### src/rtl/hopfield_pkg.sv
// Shared definitions for the Hopfield network slice: decoder FSM states and
// the default lane count.
package hopfield_pkg;

    localparam int N_NEURONS_DEF = 7;

    typedef enum logic [1:0] {
        ST_IDLE  = 2'd0,
        ST_COUNT = 2'd1,
        ST_EMIT  = 2'd2
    } state_e;

endpackage

### src/rtl/spike_counter.sv
// Per-neuron spike accumulator for one decode window. The count output already
// includes the spike of the current cycle so the last window cycle is not lost.
module spike_counter
    import hopfield_pkg::*;
#(
    parameter int WINDOW_LOG2 = 4
) (
    input  logic                 clk,
    input  logic                 rst_n,
    input  logic                 clr,
    input  logic                 en,
    input  logic                 spike,
    output logic [WINDOW_LOG2:0] count
);

    localparam int CW = WINDOW_LOG2 + 1;

    logic [CW-1:0] count_q;

    // Accumulate spikes while enabled; clear has priority.
    always_ff @(posedge clk or negedge rst_n) begin
        if (!rst_n) begin
            count_q <= {CW{1'b0}};
        end else if (clr) begin
            count_q <= {CW{1'b0}};
        end else if (en && spike) begin
            count_q <= count_q + {{(CW-1){1'b0}}, 1'b1};
        end else begin
            count_q <= count_q;
        end
    end

    // Registered count can reach at most 2^WINDOW_LOG2-1 before the final
    // cycle, so adding the final spike still fits in CW bits.
    always_comb begin
        count = count_q + {{(CW-1){1'b0}}, spike};
    end

endmodule

### src/rtl/spike_rate_decoder.sv
// Rate-decodes the network spike vector into a binary pattern per window,
// offers it over valid/ready and flags convergence on repeated patterns.
module spike_rate_decoder
    import hopfield_pkg::*;
#(
    parameter int N_NEURONS      = N_NEURONS_DEF,
    parameter int WINDOW_LOG2    = 4,
    parameter int THRESH         = 8,
    parameter int STABLE_WINDOWS = 3
) (
    input  logic                 clk,
    input  logic                 rst_n,
    input  logic                 enable,
    input  logic                 clear,
    input  logic [N_NEURONS-1:0] spikes,
    output logic [N_NEURONS-1:0] pattern,
    output logic                 pattern_valid,
    input  logic                 pattern_ready,
    output logic                 converged,
    output logic                 busy
);

    localparam int CW = WINDOW_LOG2 + 1;
    localparam int RW = $clog2(STABLE_WINDOWS + 1);
    localparam logic [CW-1:0]          THRESH_L = CW'(THRESH);
    localparam logic [RW-1:0]          RUN_MAX  = RW'(STABLE_WINDOWS);
    localparam logic [WINDOW_LOG2-1:0] WIN_LAST = {WINDOW_LOG2{1'b1}};

    state_e                 state_q;
    logic [WINDOW_LOG2-1:0] win_q;
    logic [N_NEURONS-1:0]   pattern_q;
    logic [N_NEURONS-1:0]   prev_q;
    logic                   valid_q;
    logic                   conv_q;
    logic                   busy_q;
    logic [RW-1:0]          run_q;
    logic [RW-1:0]          run_d;

    logic                   cnt_clr_s;
    logic                   cnt_en_s;
    logic [CW-1:0]          count_s [N_NEURONS];
    logic [N_NEURONS-1:0]   hit_s;

    // Counters run only inside COUNT and restart on any exit from it.
    always_comb begin
        cnt_en_s = (state_q == ST_COUNT);
        if (clear || (state_q != ST_COUNT) || !enable || (win_q == WIN_LAST)) begin
            cnt_clr_s = 1'b1;
        end else begin
            cnt_clr_s = 1'b0;
        end
    end

    for (genvar g = 0; g < N_NEURONS; g++) begin : g_lane
        spike_counter #(
            .WINDOW_LOG2 (WINDOW_LOG2)
        ) u_cnt (
            .clk   (clk),
            .rst_n (rst_n),
            .clr   (cnt_clr_s),
            .en    (cnt_en_s),
            .spike (spikes[g]),
            .count (count_s[g])
        );
    end

    // Threshold compare on the spike-inclusive window totals.
    always_comb begin
        hit_s = {N_NEURONS{1'b0}};
        for (int i = 0; i < N_NEURONS; i++) begin
            hit_s[i] = (count_s[i] >= THRESH_L);
        end
    end

    // Run length of identical accepted patterns; zero means nothing accepted yet.
    always_comb begin
        if ((run_q != {RW{1'b0}}) && (pattern_q == prev_q)) begin
            if (run_q == RUN_MAX) begin
                run_d = run_q;
            end else begin
                run_d = run_q + {{(RW-1){1'b0}}, 1'b1};
            end
        end else begin
            run_d = {{(RW-1){1'b0}}, 1'b1};
        end
    end

    // Decoder FSM with all outputs registered alongside the state.
    always_ff @(posedge clk or negedge rst_n) begin
        if (!rst_n) begin
            state_q   <= ST_IDLE;
            win_q     <= {WINDOW_LOG2{1'b0}};
            pattern_q <= {N_NEURONS{1'b0}};
            prev_q    <= {N_NEURONS{1'b0}};
            valid_q   <= 1'b0;
            conv_q    <= 1'b0;
            busy_q    <= 1'b0;
            run_q     <= {RW{1'b0}};
        end else if (clear) begin
            state_q   <= ST_IDLE;
            win_q     <= {WINDOW_LOG2{1'b0}};
            pattern_q <= {N_NEURONS{1'b0}};
            prev_q    <= {N_NEURONS{1'b0}};
            valid_q   <= 1'b0;
            conv_q    <= 1'b0;
            busy_q    <= 1'b0;
            run_q     <= {RW{1'b0}};
        end else begin
            case (state_q)
                ST_IDLE: begin
                    win_q <= {WINDOW_LOG2{1'b0}};
                    if (enable) begin
                        state_q <= ST_COUNT;
                        busy_q  <= 1'b1;
                    end else begin
                        state_q <= ST_IDLE;
                        busy_q  <= 1'b0;
                    end
                end
                ST_COUNT: begin
                    if (!enable) begin
                        state_q <= ST_IDLE;
                        busy_q  <= 1'b0;
                        win_q   <= {WINDOW_LOG2{1'b0}};
                    end else if (win_q == WIN_LAST) begin
                        state_q   <= ST_EMIT;
                        busy_q    <= 1'b1;
                        pattern_q <= hit_s;
                        valid_q   <= 1'b1;
                        win_q     <= {WINDOW_LOG2{1'b0}};
                    end else begin
                        win_q <= win_q + {{(WINDOW_LOG2-1){1'b0}}, 1'b1};
                    end
                end
                ST_EMIT: begin
                    // valid is always high here, so ready alone completes the handshake.
                    if (pattern_ready) begin
                        valid_q <= 1'b0;
                        run_q   <= run_d;
                        conv_q  <= (run_d >= RUN_MAX);
                        prev_q  <= pattern_q;
                        if (enable) begin
                            state_q <= ST_COUNT;
                            busy_q  <= 1'b1;
                        end else begin
                            state_q <= ST_IDLE;
                            busy_q  <= 1'b0;
                        end
                    end else begin
                        state_q <= ST_EMIT;
                    end
                end
                default: begin
                    state_q <= ST_IDLE;
                    busy_q  <= 1'b0;
                    valid_q <= 1'b0;
                    win_q   <= {WINDOW_LOG2{1'b0}};
                end
            endcase
        end
    end

    assign pattern       = pattern_q;
    assign pattern_valid = valid_q;
    assign converged     = conv_q;
    assign busy          = busy_q;

endmodule
### config.mk
export PLATFORM = sky130hd
export DESIGN_NAME = spike_rate_decoder
export DESIGN_NICKNAME = d
export VERILOG_FILES = /design/src/rtl/hopfield_pkg.sv /design/src/rtl/spike_counter.sv /design/src/rtl/spike_rate_decoder.sv
export SDC_FILE = /design/constraint.sdc
export NUM_CORES = 1
export LEC_CHECK = 0
export BUFFER_PORTS_ARGS = -buffer_cell sky130_fd_sc_hd__buf_4
export CELL_PAD_IN_SITES_DETAIL_PLACEMENT = 0
export CELL_PAD_IN_SITES_GLOBAL_PLACEMENT = 1
export CORE_MARGIN = 8
export CORE_UTILIZATION = 51
export CTS_CLUSTER_SIZE = 28
export DETAILED_ROUTE_END_ITERATION = 16
export PLACE_DENSITY_LB_ADDON = 0.1
export SYNTH_ARGS = -nofsm -noshare
export SYNTH_HDL_FRONTEND = slang
export SYNTH_HIERARCHICAL = 1
export SYNTH_SLANG_ARGS = --single-unit
### constraint.sdc
create_clock -name clk -period 3.3 [get_ports clk]
set_input_delay 0.165 -clock clk [delete_from_list [all_inputs] [get_ports clk]]
set_output_delay 0.165 -clock clk [all_outputs]
set_load 0.05 [all_outputs]
* Yosys cells after proc, flatten, opt, wreduce, memory -nomap -nowiden *
Cells that the tools add are included.
Widths: inputs -> output; s select.

word-level totals
  output and inout port bits = 10
  bits in registers = 60
  bits in latches = 0
  memories kept = 0
  memory bits (writable) = 0
  logic and storage cells = 131
  bits of input ports = 12
  bits in read-only memories = 0

cells by class
  multiplexer cells = 50
  div/mod/pow operators = 0
  $lt $le $gt $ge = 8
  bitwise gates (word level) = 0
  add/subtract/negate cells = 16
  multipliers = 0
  reductions and logical operators = 30
  equal/unequal tests = 12
  shift-type cells = 0

operators by type and width
  cell                 number
  $mux 5               14
  $mux 7               7
  $add 5x1->5          7
  $add 5x1->5 const B  7
  $ge 5x4->1 const B   7
  $reduce_bool 2->1    13
  $mux 2               9
  $mux 1               13
  $mux 4               3
  $ne 3x3->1 const B   3
  $logic_and 1x1->1    8
  $pmux 4 s2           1
  $eq 7x7->1           1
  $pmux 1 s3           2
  $pmux 2 s3           1
  $add 4x1->4 const B  1
  $eq 2x2->1 const B   2
  $eq 4x4->1 const B   1
  $ne 2x2->1 const B   2
  $ne 4x4->1 const B   1
  $reduce_and 2->1     2
  $reduce_and 4->1     1
  $logic_or 1x1->1     3
  $reduce_and 3->1     1
  other kinds (6)      6

* Longest topological paths before layout *
Gate-level depths: netlist of run 1.

  word-level depth = 7
  gate-level depth with buffers = 7
  mapped depth without buffers = 6

* Cells and area by module *
Netlist of run 1, hierarchy kept.

by module, submodules not included
  module              cells an instance  area an instance (um^2)  times used  sequential area each (um^2)
  spike_counter       31                 301.5                    7           125.1
  spike_rate_decoder  127                1249.9                   1           625.6

* Worst setup path before layout of run 1 *
Ideal clock, no wire load.

  kind = register to register
  from = register state_q[1]
  to = register busy_q (netlist: busy)
  buffers on the path = 1
  required time = 3175 ps
  path slack = 1336 ps
  period minus slack after synthesis = 1964 ps
  library setup time = 125 ps
  cell stages (with the launch flop) = 6
  data arrival time = 1839 ps
  cells stage by stage = dfrtp_1 -> buf_6 -> and4bb_2 -> nand2_1 -> o21ai_0 -> mux2_2

between the ends
  longest elaborated chain between the ends = 3
  elaborated cells on any way between the ends = 8
  those cells by class = eq/ne (4); mux (2); reduce/logical (2)

RTL lines
  element                                            RTL line                   RTL
  start: declaration                                 spike_rate_decoder.sv:29   state_e state_q;
  start signal: assignment                           spike_rate_decoder.sv:91   state_q <= ST_IDLE;
  start signal: assignment                           spike_rate_decoder.sv:100  state_q <= ST_IDLE;
  start signal: assignment                           spike_rate_decoder.sv:113  state_q <= ST_COUNT;
  $eq 2x2->1, or another cell as far along           spike_rate_decoder.sv:109  case (state_q)
  $pmux 1 s3, or another cell as far along           spike_rate_decoder.sv:109
  $mux 1 / $reduce_and 2->1 (equally long branches)  --
  end signal: assignment                             spike_rate_decoder.sv:97   busy_q <= 1'b0;
  end signal: assignment                             spike_rate_decoder.sv:106  busy_q <= 1'b0;
  end signal: assignment                             spike_rate_decoder.sv:114  busy_q <= 1'b1;
  end: declaration                                   spike_rate_decoder.sv:35   logic busy_q;

Parallel ways exist; a longest one is shown, timed or not.
A chain may end at the register's enable or synchronous reset.

* Final worst setup path of run 1 *
  from = register state_q[1]
  to = register pattern_q[0] (netlist: pattern[0])

between the ends
  longest elaborated chain between the ends = 3

RTL lines
  element                             RTL line                   RTL
  $eq 2x1->1                          --
  net cnt_en_s                        spike_rate_decoder.sv:40   logic cnt_en_s;
  $reduce_bool 2->1 (no source line)  --
  $reduce_and 3->1 (no source line)   --
  end signal: assignment              spike_rate_decoder.sv:93   pattern_q <= {N_NEURONS{1'b0}};
  end signal: assignment              spike_rate_decoder.sv:102  pattern_q <= {N_NEURONS{1'b0}};
  end signal: assignment              spike_rate_decoder.sv:128  pattern_q <= hit_s;
  end: declaration                    spike_rate_decoder.sv:31   logic [N_NEURONS-1:0] pattern_q;

The timed path passes the listed nets, and every way through them passes these cells.

==> results.md, run 1 <==
* Max-Slew Margin vs Limit at 49.6%
* Layout cells sized above 1 at roughly 14%
* Post-route insts no fill at between 400 and 500
* # nets final at 391
* DRC at 0
* Final hold viol count at 0
* Antenna cells at 0
* Crit-path slowest cell: and3_1
* Hold/Removal Path Class: input port to register
* Post-route clock period utilization at between 60% and 70%
* Worst skew pair latency at 0.33 ns
* Num CTS Buffers at 9
* Starting Density at 52.3%
* Syn-to-layout area delta at 9.03%
* Number of routed nets with antenna violations at 0
* Synthesized area per cell at about 10 um^2
* Gr ovfl total at 0
* Worst path cell trace: and2b_2 -> and3_1 -> nor2_1 -> a211oi_1
* Setup TNS at 0 ns
* Vias per cell at 5.44
* Slew Limit Fails at 0
* # resized after CTS at 0
* Final instance area at 3600 um^2
* Setup Viol. Count Final at 0
* Worst Hold Path Cells at 2
* Largest net degree at the start of global routing at 61
* RSZ-0062 raised after global routing: no
* Outcome: completed
* Drt pass-1 iters at 5
* PortBufs at 21
* GRT Total Usage at 14.7%
* Chip Height at a little under 100 um
* YS warnings at 6
* Tmin final at 2.00 ns
* Reg2reg path depth at 4
* Cell row count at 29
* Mapped Cells at between 300 and 400
* H-tree depth at 3
* Leakage at between 1.5 and 2 nW
* DR vias at roughly 2,400
* Slew @ Worst Pin at 0.756 ns
* Sink Count at 60
* Syn_nets at 371
* HPWL after DPL at about 4.1 mm
* Overall Power at 0.00135 W
* Clock slew at reported path FFs at roughly 0.06 ns
* Placed instance area at around 3400 um^2
* Maxcap violations at 0
* Die area at 9300 um^2
* Initial antenna violation count at 0
* Cells after DPL at 422
* Worst setup path class: register to register
* FMAX at 500 MHz
* Max incr delay on CP at between 0.5 and 0.6 ns
* Final core utilization at 57.0%
* DR WL/cell at between 10 and 15 um
* First-pass GRT wire length at approximately 11 mm
* DRC marker count from the first detailed-route iteration at 96
* CTS tree: built
* CP max FO at 22
* Final WL at slightly above 6 mm
* Worst R2R Setup Slack at about 1.3 ns
* Worst Setup End Kind: register
* Synth Cell Area at between 3000 and 4000 um^2
* Crit path required time at 3.53 ns
* Die width at between 90 and 100 um
* Worst IR Drop VDD at between 0.00015 and 0.0002 V
* P per Cell Area at 375 nW/um^2
* Root Buffer: clkbuf_8
* Clock buffer depth at 2
* Worst EP arrival at roughly 2.2 ns
* Fillers at 590
* Core Region at between 6000 and 7000 um^2
* Vias in the first global route at 2,384
* Nature of the critical path startpoint: register
* Routability congestion estimate at slightly above 0.7
* I/O pin count at 22
* Clk_skew at 0.0111 ns
[where the power goes]
| part | internal (W) | switching [W] | leakage (nW) |
|---|---|---|---|
| logic | 0.0000176 | 0.0000429 | 0.678 |
| registers | 0.000738 | 0.00000284 | 0.836 |
| clock network | 0.000281 | 0.000266 | 0.0848 |
| total | 0.00104 | 0.000311 | 1.60 |
[repair_timing]
action / in CTS / in global routing
hold endpoints to repair: 60 / 0
hold buffers: 1 / 0
buffers inserted: 0 / 0
[worst max-delay path: cells and delay by family, from the launching register on]
family          cells  cell delay [ns]
simple gates        3             1.20
flops               1             0.48
compound gates      1             0.22
[flip-flops by register name, indices dropped and copies added (netlist names)]
register	flops
busy	1
prev_q	7
run_q	2
g_lane.u_cnt/count_q	35
state_q	2
pattern_valid	1
converged	1
pattern	7
win_q	4
[area by class of cell]
| cell class | instances | area [um^2] | area share (%) |
|---|---|---|---|
| multi-input combinational | 262 | 1660 | 46.3 |
| sequential | 60 | 1500 | 41.7 |
| tap | 77 | 96.3 | 2.68 |
| timing repair buffer | 23 | 175 | 4.87 |
| clock inverter | 3 | 15.0 | 0.417 |
| inverter | 1 | 3.75 | 0.104 |
| clock buffer | 11 | 141 | 3.93 |
[metrics by stage]
| step | hold slack, ns | setup slack (ns) |
|---|---|---|
| floorplan | -0.131 | 1.34 |
| global placement | 0.298 | 1.32 |
| detailed placement | 0.302 | 1.28 |
| CTS | 0.0799 | 1.26 |
| global route | 0.0958 | 1.11 |
| finish | 0.0980 | 1.30 |
[path summary, 6_finish.rpt]
| kind | startpoint | to |
|---|---|---|
| max in group asynchronous | rst_n | pattern[3]$_DFFE_PN0P_ |
| max reg2reg | state_q[1]$_DFFE_PN0P_ | pattern[0]$_DFFE_PN0P_ |
| min in group asynchronous | rst_n | win_q[3]$_DFFE_PN0P_ |
| min reg2reg | win_q[3]$_DFFE_PN0P_ | win_q[3]$_DFFE_PN0P_ |
| max | state_q[1]$_DFFE_PN0P_ | pattern[0]$_DFFE_PN0P_ |
| min | pattern_ready | state_q[1]$_DFFE_PN0P_ |
[placed cells by master (no fill, tap or decap), types with 2 or more instances in the layout]
| cell type | count |
|---|---|
| ha_1 | 22 |
| nand2_1 | 32 |
| o22ai_1 | 2 |
| nand4_1 | 2 |
| a21oi_1 | 31 |
| buf_4 | 22 |
| nand2_2 | 7 |
| a211oi_1 | 7 |
| xnor2_1 | 16 |
| nor2_1 | 31 |
| or3_1 | 14 |
| and3_1 | 2 |
| xor2_1 | 19 |
| nand2b_1 | 2 |
| nand3_1 | 36 |
| o21ai_0 | 14 |
| clkbuf_8 | 10 |
| dfrtp_1 | 60 |
| o21ai_1 | 7 |
| clkinv_2 | 3 |
[per-layer routing]
layer	share of wire (%)	vias to the layer above	global-route usage [%]
met5	0	-	0
met2	46	30	23.0
li1	-	1211	-
met1	48	1124	18.6
met4	2.1	0	8.32
met3	4.4	12	3.09
Note: power is estimated with default switching activity, not from simulation.
==> run 2: changes to the inputs <==
Settings changed: CORE_UTILIZATION 51 to 47.
Clock period 3.3 ns to 1.9 ns, I/O delays scaled along.
==> run 2 against run 1 <==
Against the previous run:
- sequential power grew 74%
- worst hold slack worse by 0.066 ns
- maximum frequency grew 22%
- sequential cell count unchanged
- register-to-register slack worse by 1.0 ns
- global-route usage down 0.69 points
- clock-buffer cell count unchanged
- clock skew down 0.0021 ns
- cell count up 5.7%
- via count shrank 0.84%
- final area increased by 3.6%
- core utilization fell by 2.1 points
==> results.md, run 2 (same netlist as run 1, synthesis figures left out) <==
* DRC at 0
* Clock slew at reported path FFs at roughly 0.06 ns
* DR vias at 2,357
* Cells after DPL at approximately 450
* Max-Slew Margin vs Limit at about half
* Fin worst setup slack at ~0.27 ns
* Reg with most FFs: g_lane.u_cnt/count_q
* Syn-to-layout area delta at 12.9%
* Worst IR Drop VDD at between 0.0004 and 0.0005 V
* # nets final at between 300 and 400
* FMAX at between 600 and 700 MHz
* CP max FO at 22
* PortBufs at 21
* Clock buffer depth at 2
* Die area at between 9000 and 10,000 um^2
* Num CTS Buffers at 9
* Met2 GRT Util at 22.4%
* Crit path required time at roughly 2.2 ns
* Placed instance area at ~3500 um^2
* Vias per cell at roughly 5
* Worst hold margin at 0.0321 ns
* Crit-path slowest cell: dfrtp_1
* I/O pin count at 22
* Met1 Use GR at approximately 17%
* # resized after CTS at 0
* Reg2reg path depth at 5
* Post-route insts no fill at between 400 and 500
* CTS tree: built
* GRT met3 Usage at under 10%
* Worst EP arrival at 1.89 ns
* Setup TNS at 0 ns
* Final instance area at between 3000 and 4000 um^2
* Root Buffer: clkbuf_8
* GRT Total Usage at ~14%
* Sink Count at 60
* Slew @ Worst Pin at slightly below 0.8 ns
* Sequential power share at approximately 49%
* First-pass GRT wire length at between 10 and 15 mm
* Cts hold-fix bufs at 1
* Clk_skew at 0.00894 ns
* Outcome: completed
* Number of routed nets with antenna violations at 0
* Gr ovfl total at 0
* Hold/Removal Path Class: input port to register
* Slew Limit Fails at 0
* Cell row count at 30
* Worst skew pair latency at roughly 0.33 ns
* DRC marker count from the first detailed-route iteration at 86
* Nature of the critical path startpoint: register
* Worst R2R Setup Slack at 0.27 ns
* Antenna cells at 0
* Gr busiest metal: met2
* Setup WS pre-CTS at ~0.28 ns
* Post-route clock period utilization at a little under nine tenths
* Core Region at ~6800 um^2
* Worst Hold Path Cells at 2
* Initial antenna violation count at 0
* Tmin final at about 1.6 ns
* Die width at about 100 um
* P per Cell Area at roughly 700 nW/um^2
* DR WL/cell at 13.6 um
* Largest net degree at the start of global routing at slightly above 60
* Sw Pwr at around 0.00057 W
* Chip Height at about 100 um
* H-tree depth at 3
* Drt pass-1 iters at 6
* Setup Viol. Count Final at 0
* Layout cells sized above 1 at between 15 and 20%
* Clk pwr share at between 40 and 50%
* Vias in the first global route at 2,340
* Routability congestion estimate at ~0.76
* Starting Density at roughly half
* Most frequent cells in the layout: 60 x dfrtp_1, 36 x nand3_1, 31 x nand2_1, 31 x nor2_1, 31 x a21oi_1
* Leakage at around 1.7 nW
* Internal Pwr Total at around 0.0021 W
* Commonest non-fill, non-tap cell in the layout: dfrtp_1
* RSZ-0062 raised after global routing: no
* Worst setup path class: register to register
* Setup bufs post-CTS at 0
* Sw frac at roughly a fifth
* HPWL after DPL at roughly 4.2 mm
* Worst path cell trace: and2b_2 -> buf_12 -> nand2_1 -> or3_1 -> a21oi_1
* Final hold viol count at 0
* Worst Setup End Kind: register
* Maxcap violations at 0
* Comb pwr share at between 4 and 5%
* Max incr delay on CP at just under 0.5 ns
* Final WL at approximately 6.3 mm
* Max reg flops at 35
run 2: changes by cell type in the layout (fill, tap and decap cells not counted):
cell,before,now
bufinv_16,0,2
buf_4,22,25
nand2_2,7,8
buf_12,0,1
nand2_1,32,31
run 2: stage by stage:
stage,power [W],utilization [%]
4_1_cts,0.00270,54.8
5_1_grt,0.00278,54.8
3_5_place_dp,0.00142,51.5
2_1_floorplan,0.00135,-
3_3_place_gp,0.00142,51.5
6_report,0.00265,54.8
run 2: power groups by stage:
stage	registers, W	logic (W)	clock network [W]
3_3_place_gp	0.00131	0.000113	0
5_1_grt	0.00129	0.000126	0.00137
3_5_place_dp	0.00131	0.000113	0
4_1_cts	0.00129	0.000115	0.00130
2_1_floorplan	0.00131	0.0000383	0
6_report	0.00129	0.000112	0.00125
run 2: metal layers:
metal | up-vias | share of wire, %
met5 | - | 0
met4 | 0 | 0.97
met3 | 6 | 3.9
met2 | 31 | 47
met1 | 1105 | 48
li1 | 1215 | -
run 2: critical path, delay by kind of cell (launching register included):
| kind | cells | cell delay (ns) |
|---|---|---|
| simple gates | 3 | 0.77 |
| buf+inv | 1 | 0.16 |
| compound gates | 1 | 0.14 |
| flops | 1 | 0.49 |
run 2: cell type report:
class / count / area [um^2]
flip-flops and latches: 60 / 1500
clock inverters: 5 / 75.1
fillers: 627 / 3070
multi-input cells: 262 / 1670
repair buffers: 27 / 218
clock buffers: 11 / 141
inverters: 1 / 3.75
well taps: 96 / 120
run 2: path summary, 6_finish.rpt:
| check | from | to |
|---|---|---|
| worst max-delay path | state_q[1]$_DFFE_PN0P_ | g_lane[0].u_cnt/count_q[3]$_DFFE_PN0P_ |
| worst min-delay path | pattern_ready | state_q[1]$_DFFE_PN0P_ |
| worst max register to register | state_q[1]$_DFFE_PN0P_ | g_lane[0].u_cnt/count_q[3]$_DFFE_PN0P_ |
| worst min register to register | busy$_DFFE_PN0P_ | busy$_DFFE_PN0P_ |
| max in group asynchronous | rst_n | g_lane[3].u_cnt/count_q[4]$_DFFE_PN0P_ |
| min in group asynchronous | rst_n | win_q[1]$_DFFE_PN0P_ |
==> run 3: changes to the inputs <==
Settings changed: PLACE_DENSITY set to 0.9, PLACE_DENSITY_LB_ADDON 0.1 to not set.
==> run 3 against run 2 <==
Against the previous run:
- sequential power is essentially flat
- critical endpoint is now g_lane[6].u_cnt/count_q[3]$_DFFE_PN0P_
- sequential cell count is the same
- clock power shrank 27%
- sequential share of layout area grew 1.1 points
- clock skew shrank 0.0058 ns
- non-clock buffer count shrank 2
- setup slack lost 0.11 ns
- first-iteration DRC count grew 10%
- global-route usage shrank 0.82 points
- worst hold slack lost 0.010 ns
- highest routed layer unchanged
==> results.md, run 3 (same netlist as run 1, synthesis figures left out) <==
* Post-route clock period utilization at slightly above 90%
* Initial antenna violation count at 0
* Antenna cells at 0
* Worst Hold Path Cells at 2
* DR vias at ~2,400
* Crit path required time at between 2 and 2.5 ns
* Met3 routed WL at between 200 and 250 um
* Final WL at just over 6 mm
* Gr ovfl total at 0
* Largest net degree at the start of global routing at 61
* Vias per cell at between 5 and 6
* Max reg flops at 35
* Hold/Removal Path Class: input port to register
* Highest Signal Layer: met4
* Reg2reg path depth at 4
* Starting Density at between 40% and 50%
* Worst Setup End Kind: register
* Core Region at 6790 um^2
* Root Buffer: clkbuf_8
* Syn-to-layout area delta at 9.97%
* Clock slew at reported path FFs at approximately 0.06 ns
* Number of routed nets with antenna violations at 0
* Met2 routed WL at approximately 2.9 mm
* FMAX at between 500 and 600 MHz
* Fin worst setup slack at 0.156 ns
* Commonest non-fill, non-tap cell in the layout: dfrtp_1
* Leakage at around 1.6 nW
* Setup TNS at 0 ns
* Reg with most FFs: g_lane.u_cnt/count_q
* Worst path cell trace: and2b_4 -> nand2_1 -> or3_1 -> a21oi_1
* Worst IR Drop VDD at around 0.00028 V
* DRC at 0
* Setup WS pre-CTS at about 0.083 ns
* Vias in the first global route at approximately 2,400
* CP max FO at 22
* Most frequent cells in the layout: 60 x dfrtp_1, 36 x nand3_1, 31 x nand2_1, 31 x nor2_1, 31 x a21oi_1
* Tmin final at ~1.7 ns
* Die width at approximately 100 um
* Num CTS Buffers at 9
* Setup Viol. Count Final at 0
* Final hold viol count at 0
* Maxcap violations at 0
* Slew @ Worst Pin at roughly 0.76 ns
* HPWL after DPL at approximately 4.1 mm
* DRC marker count from the first detailed-route iteration at 95
* CTS tree: built
* Clk_skew at approximately 0.0031 ns
* Cell row count at 30
* # nets final at roughly 390
* Chip Height at 99.8 um
* Fillers at around 630
* Worst skew pair latency at approximately 0.32 ns
* DR WL/cell at 13.3 um
* GRT Total Usage at between 10% and 20%
* Overall Power at ~0.0023 W
* Crit-path slowest cell: dfrtp_1
* Die area at between 9000 and 10,000 um^2
* Final instance area at approximately 3600 um^2
* Worst R2R Start: state_q[1]$_DFFE_PN0P_
* Max-Slew Margin vs Limit at roughly half
* Critical path startpoint: state_q[1]$_DFFE_PN0P_
* RSZ-0062 raised after global routing: no
* Routability congestion estimate at 0.800
* Worst R2R Setup Slack at about 0.16 ns
* I/O pin count at 22
* Clock buffer depth at 2
* Final core utilization at a little over half
* Placed instance area at around 3500 um^2
* Worst EP arrival at just under 2 ns
* H-tree depth at 3
* Sink Count at 60
* Slew Limit Fails at 0
* PortBufs at 21
* P per Cell Area at approximately 640 nW/um^2
* Min-delay src: pattern_ready
* Layout cells sized above 1 at between 10% and 20%
* Met1 wire length at 2.83 mm
* Worst setup path class: register to register
* Outcome: completed
* Drt pass-1 iters at 4
* Nature of the critical path startpoint: register
* Max incr delay on CP at 0.49 ns
* First-pass GRT wire length at roughly 11 mm
-- run 3: stage by stage --
stage,hold WS [ns],instances
CTS,0.00455,456
floorplan,-0.201,337
global route,0.0203,456
detailed placement,0.225,443
finish,0.0217,456
global placement,0.220,443
-- run 3: what timing repair did --
action | CTS | global route
endpoints found under the setup margin | 0 | 17
hold buffers | 1 | 0
buffers inserted | 0 | 0
endpoints found under the hold margin | 60 | 0
gates resized for setup | 0 | 1
-- run 3: cell type report --
class	count	area, um^2	share of cell area [%]
timing repair buffer	25	190	5.24
clock buffer	12	145	4.00
multi-input combinational	262	1670	46.0
tap	96	120	3.31
sequential	60	1500	41.4
inverter	1	3.75	0.103
-- run 3: final timing paths --
check | to
max | g_lane[6].u_cnt/count_q[3]$_DFFE_PN0P_
min | state_q[1]$_DFFE_PN0P_
max reg2reg | g_lane[6].u_cnt/count_q[3]$_DFFE_PN0P_
min reg2reg | win_q[3]$_DFFE_PN0P_
max in group asynchronous | g_lane[5].u_cnt/count_q[4]$_DFFE_PN0P_
min in group asynchronous | g_lane[4].u_cnt/count_q[0]$_DFFE_PN0P_
-- run 3: metal layers --
metal / vias to the layer above / track usage (%)
met5: - / 0
met4: 0 / 6.29
met3: 6 / 3.46
met2: 36 / 21.9
met1: 1141 / 15.6
li1: 1216 / -
-- run 3: critical path, delay by kind of cell, from the launching register on --
family             cells  cell delay (ns)
DFF                    1             0.49
and+or+nand+nor        3             1.02
AOI/OAI and AO/OA      1             0.15
-- run 3: where the power goes --
| part | switching (W) | internal (W) |
|---|---|---|
| clock network | 0.000431 | 0.000481 |
| logic | 0.0000747 | 0.0000313 |
| registers | 0.00000524 | 0.00128 |
